File: config.mk
export PLATFORM = sky130hd
export DESIGN_NAME = slope_sched
export DESIGN_NICKNAME = d
export VERILOG_FILES = /design/src/rtl/slope_sched.sv
export SDC_FILE = /design/constraint.sdc
export NUM_CORES = 1
export LEC_CHECK = 0
export CORE_MARGIN = 10
export CORE_UTILIZATION = 55
export CTS_CLUSTER_DIAMETER = 30
export DETAILED_ROUTE_END_ITERATION = 6
export DONT_BUFFER_PORTS = 1
export PLACE_DENSITY = 0.7
export SETUP_SLACK_MARGIN = 0.15
export SYNTH_ARGS = -nofsm -noshare
export SYNTH_HDL_FRONTEND = slang
export SYNTH_SLANG_ARGS = --single-unit
File: constraint.sdc
create_clock -name clk -period 4 [get_ports clk]
set_clock_uncertainty 0.2 [all_clocks]
set_input_delay 0.4 -clock clk [delete_from_list [all_inputs] [get_ports clk]]
set_output_delay 0.4 -clock clk [all_outputs]
set_load 0.02 [all_outputs]
File: src/rtl/slope_sched.sv
// slope_sched: sequencer for the 9-point slope estimator.
// Paces sample intake with a decimated read strobe, clears the estimator on
// (re)start, counts the warm-up and flags when the estimator output is a
// slope computed purely from samples of the current run.
//
// Strobe semantics: read_en_o, clr_o and new_o are single-cycle pulses with
// no back-pressure; the estimator must accept every read_en_o pulse in the
// cycle it is high. valid_o is a level that stays high until the run ends.
module slope_sched #(
  parameter int DW   = 16,
  parameter int NPTS = 9,
  parameter int LAT  = 2
) (
  input  logic          clk,
  input  logic          rstn,
  input  logic          enable_i,
  input  logic [DW-1:0] dec_i,
  input  logic          hold_i,
  input  logic          restart_i,
  output logic          read_en_o,
  output logic          clr_o,
  output logic          valid_o,
  output logic          new_o,
  output logic [3:0]    fill_o,
  output logic [1:0]    state_o
);

  typedef enum logic [1:0] {
    S_IDLE = 2'd0,
    S_FILL = 2'd1,
    S_RUN  = 2'd2,
    S_HOLD = 2'd3
  } state_t;

  localparam logic [3:0] NPTS_F = 4'(NPTS);

  state_t          state;
  logic [DW-1:0]   dec_q;
  // cnt is the divider phase; read_en_o is high in exactly the cycles where
  // cnt == dec_q, so the strobe is registered one edge ahead of the wrap.
  logic [DW-1:0]   cnt;
  logic [DW-1:0]   cnt_adv;
  logic            strobe_adv;
  logic [3:0]      fill_adv;
  logic            advance;
  // One bit per in-flight strobe whose estimator result will be valid.
  logic [LAT-1:0]  sr;
  logic [LAT-1:0]  sr_nxt;
  logic            sr_in;

  // Next divider phase and whether the strobe lands in the next cycle.
  always_comb begin
    cnt_adv    = (cnt == dec_q) ? '0 : cnt + DW'(1);
    strobe_adv = (cnt_adv == dec_q);
    fill_adv   = fill_o;
    if (strobe_adv && (fill_o != NPTS_F)) begin
      fill_adv = fill_o + 4'd1;
    end
  end

  // Divider runs through warm-up unconditionally; in RUN/HOLD it is gated
  // by hold_i so a hold freezes the phase and resumes where it stopped.
  always_comb begin
    advance = 1'b0;
    case (state)
      S_FILL:         advance = 1'b1;
      S_RUN, S_HOLD:  advance = !hold_i;
      default:        advance = 1'b0;
    endcase
  end

  // Latency pipeline: a strobe taken with a full window emerges as new_o
  // LAT cycles later. It keeps shifting in HOLD so in-flight results land.
  always_comb begin
    sr_in     = read_en_o && (fill_o == NPTS_F);
    sr_nxt    = '0;
    sr_nxt[0] = sr_in;
    for (int i = 1; i < LAT; i++) begin
      sr_nxt[i] = sr[i-1];
    end
  end

  // Sequencer state, divider, fill count, strobes and valid tracking.
  always_ff @(posedge clk or negedge rstn) begin
    if (!rstn) begin
      state     <= S_IDLE;
      dec_q     <= '0;
      cnt       <= '0;
      read_en_o <= 1'b0;
      clr_o     <= 1'b0;
      valid_o   <= 1'b0;
      fill_o    <= 4'd0;
      sr        <= '0;
    end else begin
      clr_o <= 1'b0;
      if (!enable_i) begin
        // Disable wins over everything; no clear pulse on the way out.
        state     <= S_IDLE;
        cnt       <= '0;
        read_en_o <= 1'b0;
        valid_o   <= 1'b0;
        fill_o    <= 4'd0;
        sr        <= '0;
      end else if ((state == S_IDLE) || restart_i) begin
        // Run start or restart: new divider, flush estimator and pipeline.
        // A strobe due from the old schedule is dropped; with a divider of
        // 0 the first strobe of the new run falls in the very next cycle.
        state     <= S_FILL;
        dec_q     <= dec_i;
        cnt       <= '0;
        clr_o     <= 1'b1;
        read_en_o <= (dec_i == '0);
        fill_o    <= (dec_i == '0) ? 4'd1 : 4'd0;
        valid_o   <= 1'b0;
        sr        <= '0;
      end else begin
        if (advance) begin
          cnt       <= cnt_adv;
          read_en_o <= strobe_adv;
          fill_o    <= fill_adv;
        end else begin
          read_en_o <= 1'b0;
        end
        sr      <= sr_nxt;
        valid_o <= valid_o | sr_nxt[LAT-1];
        case (state)
          S_FILL: begin
            if (strobe_adv && (fill_adv == NPTS_F)) begin
              state <= S_RUN;
            end
          end
          S_RUN: begin
            if (hold_i) begin
              state <= S_HOLD;
            end
          end
          S_HOLD: begin
            if (!hold_i) begin
              state <= S_RUN;
            end
          end
          default: state <= S_IDLE;
        endcase
      end
    end
  end

  assign new_o   = sr[LAT-1];
  assign state_o = state;

endmodule
# Word level (Yosys, flattened, before mapping)
# Cells that the tools add are included.
# op_classes
n_addsub,2
eq_ne,12
muxes,25
n_bitwise,1
n_reduce_logical,10
# op_table
cell,count
$mux 16,4
$eq 16x16->1,2
$add 16x1->16 const B,1
$logic_not 16->1,1
$mux 4,4
$ne 4x4->1 const B,4
$mux 2,7
$eq 4x4->1 const B,2
$mux 1,8
$pmux 2 s3,1
$add 4x1->4 const B,1
$eq 2x2->1 const B,2
$logic_and 1x1->1,3
$ne 3x1->1 const B,1
$reduce_and 3->1,1
$eq 2x1->1 const B,1
$logic_not 2->1,1
$pmux 1 s2,1
$reduce_and 2->1,1
$reduce_or 2->1,1
$logic_not 1->1,1
$logic_or 1x1->1,1
$or 1x1->1,1
# word_totals
ff_bits,43
output_inout_bits,10
elab_cells,58

# Depth between registers and ports, before layout
# depth
word_depth,11
mapped_depth,11
mapped_depth_nobuf,9

# Least setup slack after synthesis
# Ideal clock, no wire load.
# synth_path
path_kind,register -> register
startpoint,reg cnt[5]
endpoint,reg fill_o[0]
setup_time_ns,0.082
t_arrival_ns,2.757
required_ns,3.718
setup_slack_ns,0.961
path_stages_with_launch,11
synth_period_minus_slack_ns,3.039
path_cell_list,dfrtp_1 buf_6 xor2_2 or4_4 or4_1 buf_2 a311o_1 o211ai_2 nand3_4 or4_1 a31oi_1
# synth_between
elab_chain_len,8
word_cells_on_any_way,9
classes_between,add/sub (1); eq/ne (2); mux (5); reduce/logical (1)
# synth_lines
item,line,text
from (decl),41,logic [DW-1:0] cnt;
from (signal assigned),118,cnt <= cnt_adv;
$add 16x1->16 or $eq 16x16->1 (tied branches),53,cnt_adv = (cnt == dec_q) ? '0 : cnt + DW'(1);
$mux 16 (*),53,
$eq 16x16->1 (*),54,strobe_adv = (cnt_adv == dec_q);
$logic_and 1x1->1 (*),56,if (strobe_adv && (fill_o != NPTS_F)) begin
$mux 4 (*),56,
$mux 4 (*),117,if (advance) begin
$mux 4 (*),104,end else if ((state == S_IDLE) || restart_i) begin
$mux 4 (*),96,if (!enable_i) begin
to (signal assigned),113,fill_o <= (dec_i == '0) ? 4'd1 : 4'd0;
to (signal assigned),120,fill_o <= fill_adv;
to (decl),24,"output logic [3:0] fill_o,"
# Every way passes the cells marked *; elsewhere a longest branch is shown, timed or not. The select of a mux whose other input is x is not followed.
# A chain may end at the register's enable or synchronous reset.

# Worst setup path after layout
# layout_path
startpoint,reg cnt[4]
endpoint,reg fill_o[0]
# Same word-level chain as after synthesis.

==> reports/metrics.yaml <==
ys_top_cells_by_count: "43 x dfrtp_1, 28 x nand2_1, 28 x o21ai_0, 25 x nor2_1, 22 x xnor2_1"
cts_tree: "yes"
grt_pass1_wl_um: 12100
synth-seq-cells: 43
drtPass1Iterations: 4
fmax_mhz: 275
grt_max_degree: 44
gp_congestion: 0.876
syn_inst: 326
yosysUniqueCellTypes: 60
ff2ff_path_depth: 8
wire_per_inst_um: 18.7
cts_made_buffers: 5
rsz0062_at_grt: "no"
power_frac_clock_pct: 38.8
regArea_sq_um: 1080
drc: 0
crit_fanout: 16
ios: 31
wl_um: 7280
startpoint_type: "flop"
finalNonFillerCells: 390
drv_cap: 0
rr_endpoint: "fill_o[0]$_DFFE_PN0P_"
initial_core_util_pct: 57.0
internal_power_uw: 784
power_switching_uw: 273
reg2reg_slack_ps: 370
async_reset_ff_share_pct: 100
yosysMostFrequentCell: "dfrtp_1"
synth_area_per_cell_sq_um: 8.99
areaGrowthSynthToFinish_pct: 6.87
switching_share_pct: 25.8
final_util_pct: 60.9
rows: 26
crit_slowest_cell: "nor3_1"
power.density_nw_per_um2: 338
clkTransAtPathRegs_ps: 100
timing.final.crit_share_pct: 90.8
viasPerCell: 6.33
p_leak_uw: 0.00115
clock_tree.buffer_depth: 2
r2r_start: "cnt[4]$_DFFE_PN0P_"
min-delay-start: "enable_i"
clock_latency_ps: 310
synth_ff_type: "dfrtp_1"
clock-sinks: 43
finalMaxSlewViolations: 0
syn_area_sq_um: 2930
ant_nets: 0
worstSetupPathType: "flop to flop"
hold-path-cell-count: 2
drive_gt1_share_pct: 13.4
overflow: 0
crit_chain: "nand3_1, nor3_1, xor2_1, a32oi_1, o2bb2ai_1, nand3_4, or4_1, a31oi_1"
multi_input_area_sq_um: 1740
critPathRequiredTime_ps: 4030
htreeDepth: 2
hpwl_um: 5420
synth_edf_count: 0
setup-violations-final: 0
track_usage_pct: 17.3
die_area_sq_um: 8650
syn_nets: 350
peakVddDrop_uv: 251
chipWidth_um: 93.0
min_to: "fill_o[0]$_DFFE_PN0P_"
grt_pass1_vias: 2367
diodes: 0
ys_seq_area_share_pct: 36.7
yosys.area.top_type: "dfrtp_1"
period_needed_ps: 3630
hold_path.class: "input pin to flop"
seq_power_share_pct: 47.7
root_buffer: "clkbuf_8"
fin_nets: 343
end_kind: "flop"
synth_top_area_share_pct: 36.7
fillers: 463
hold_viol_final: 0
fin_area_sq_um: 3130
core-area_sq_um: 5140
yosys-top-cells-area: "dfrtp_1 37%, mux2_2 6.9%, xnor2_1 6.6%, o21ai_0 4.8%, nand2_1 3.6%"
yosys_warnings: 0
dpl_cell_area_sq_um: 2960
worst_slew_pin_slew_ps: 891
first_iter_violations: 311
relSlewSlack_pct: 40.4
io_buffers: 0
slowest_delay_ps: 810
combPwrFrac_pct: 13.5
fp.dieH_um: 93.0
arrival_ps: 3660
routed-via-count: 2467
setup-tns-final_ps: 0
antenna_found_initial: 0
status: "finished, final reports clean"
placed_cells: 380
cell usage in the layout (no fill, tap or decap), drive strengths merged, types with 3 or more instances in the layout:
cell type / count
or4: 4
buf: 6
mux2: 18
and2: 4
o21ai: 29
nor4: 14
a31oi: 5
inv: 5
o31ai: 5
nor3b: 3
nor3: 10
nand3: 10
a21oi: 10
a22o: 3
dfrtp: 43
nand2: 28
o22ai: 3
clkbuf: 6
nor2: 25
and3: 9
nand4: 10
ha: 3
xor2: 6
xnor2: 22
a211oi: 3
kinds of logic after synthesis:
| family | count (synthesis) | synth area share (%) |
|---|---|---|
| flops | 43 | 36.7 |
| buf+inv | 26 | 4.06 |
| simple gates | 131 | 24.8 |
| mux | 20 | 7.60 |
| xor+xnor | 29 | 9.39 |
| compound gates | 74 | 16.2 |
| fa+ha+maj | 3 | 1.28 |
power groups by stage:
stage	clock network [uW]	registers, uW	logic, uW
after floorplan	0	496	110
after global placement	0	510	127
after detailed placement	0	511	129
after CTS	419	502	143
after global routing	432	509	157
final	411	504	143
per-stage QoR:
| stage | total power, uW | setup slack [ps] | hold WS, ps |
|---|---|---|---|
| floorplan | 605 | 961 | -95.6 |
| global placement | 637 | 554 | -93.6 |
| detailed placement | 641 | 486 | -93.5 |
| CTS | 1060 | 446 | 25.0 |
| global route | 1100 | 152 | 26.3 |
| finish | 1060 | 369 | 35.5 |
repair_timing:
item	4_1_cts	5_1_grt
hold buffers	2	0
buffers inserted	0	0
endpoints found under the hold margin	43	0
endpoints found under the setup margin	0	3
resized for setup	0	1
sequential cells by signal, summed over array words and instances (netlist names):
name,flops
clr_o,1
dec_q,16
cnt,16
read_en_o,1
fill_o,4
valid_o,1
sr,2
state_o,2
critical path: cells and delay by family (launching register included):
| family | cells | cell delay (ps) |
|---|---|---|
| AND/OR/NAND/NOR | 4 | 1950 |
| XOR/XNOR | 1 | 240 |
| flip-flops | 1 | 520 |
| AO/OA/AOI/OAI | 3 | 630 |
how the worst max path moves through the flow:
| stage | cells after the start | endpoint | start | slack [ps] |
|---|---|---|---|---|
| after detailed placement | 8 | fill_o[0]$_DFFE_PN0P_ | cnt[5]$_DFFE_PN0P_ | 490 |
| after global placement | 8 | fill_o[0]$_DFFE_PN0P_ | cnt[4]$_DFFE_PN0P_ | 550 |
| final | 8 | fill_o[0]$_DFFE_PN0P_ | cnt[4]$_DFFE_PN0P_ | 370 |
| after floorplan | 10 | fill_o[0]$_DFFE_PN0P_ | cnt[5]$_DFFE_PN0P_ | 960 |
| after CTS | 8 | fill_o[0]$_DFFE_PN0P_ | cnt[5]$_DFFE_PN0P_ | 450 |
| after global routing | 8 | fill_o[0]$_DFFE_PN0P_ | cnt[4]$_DFFE_PN0P_ | 150 |
cell type report:
class / instances / area share [%]
multi-input cells: 257 / 55.6
flip-flops and latches: 43 / 34.4
well taps: 70 / 2.80
repair buffers: 7 / 2.40
clock buffers: 6 / 2.32
clock inverters: 2 / 1.92
inverters: 5 / 0.599
layer usage:
layer	vias up	routed length, um	GRT usage [%]
li1	1188	-	-
met1	1195	3470	24.3
met2	73	3180	26.3
met3	11	534	3.92
met4	0	93	3.86
met5	-	0	0
(Power assumes the default switching activity.)
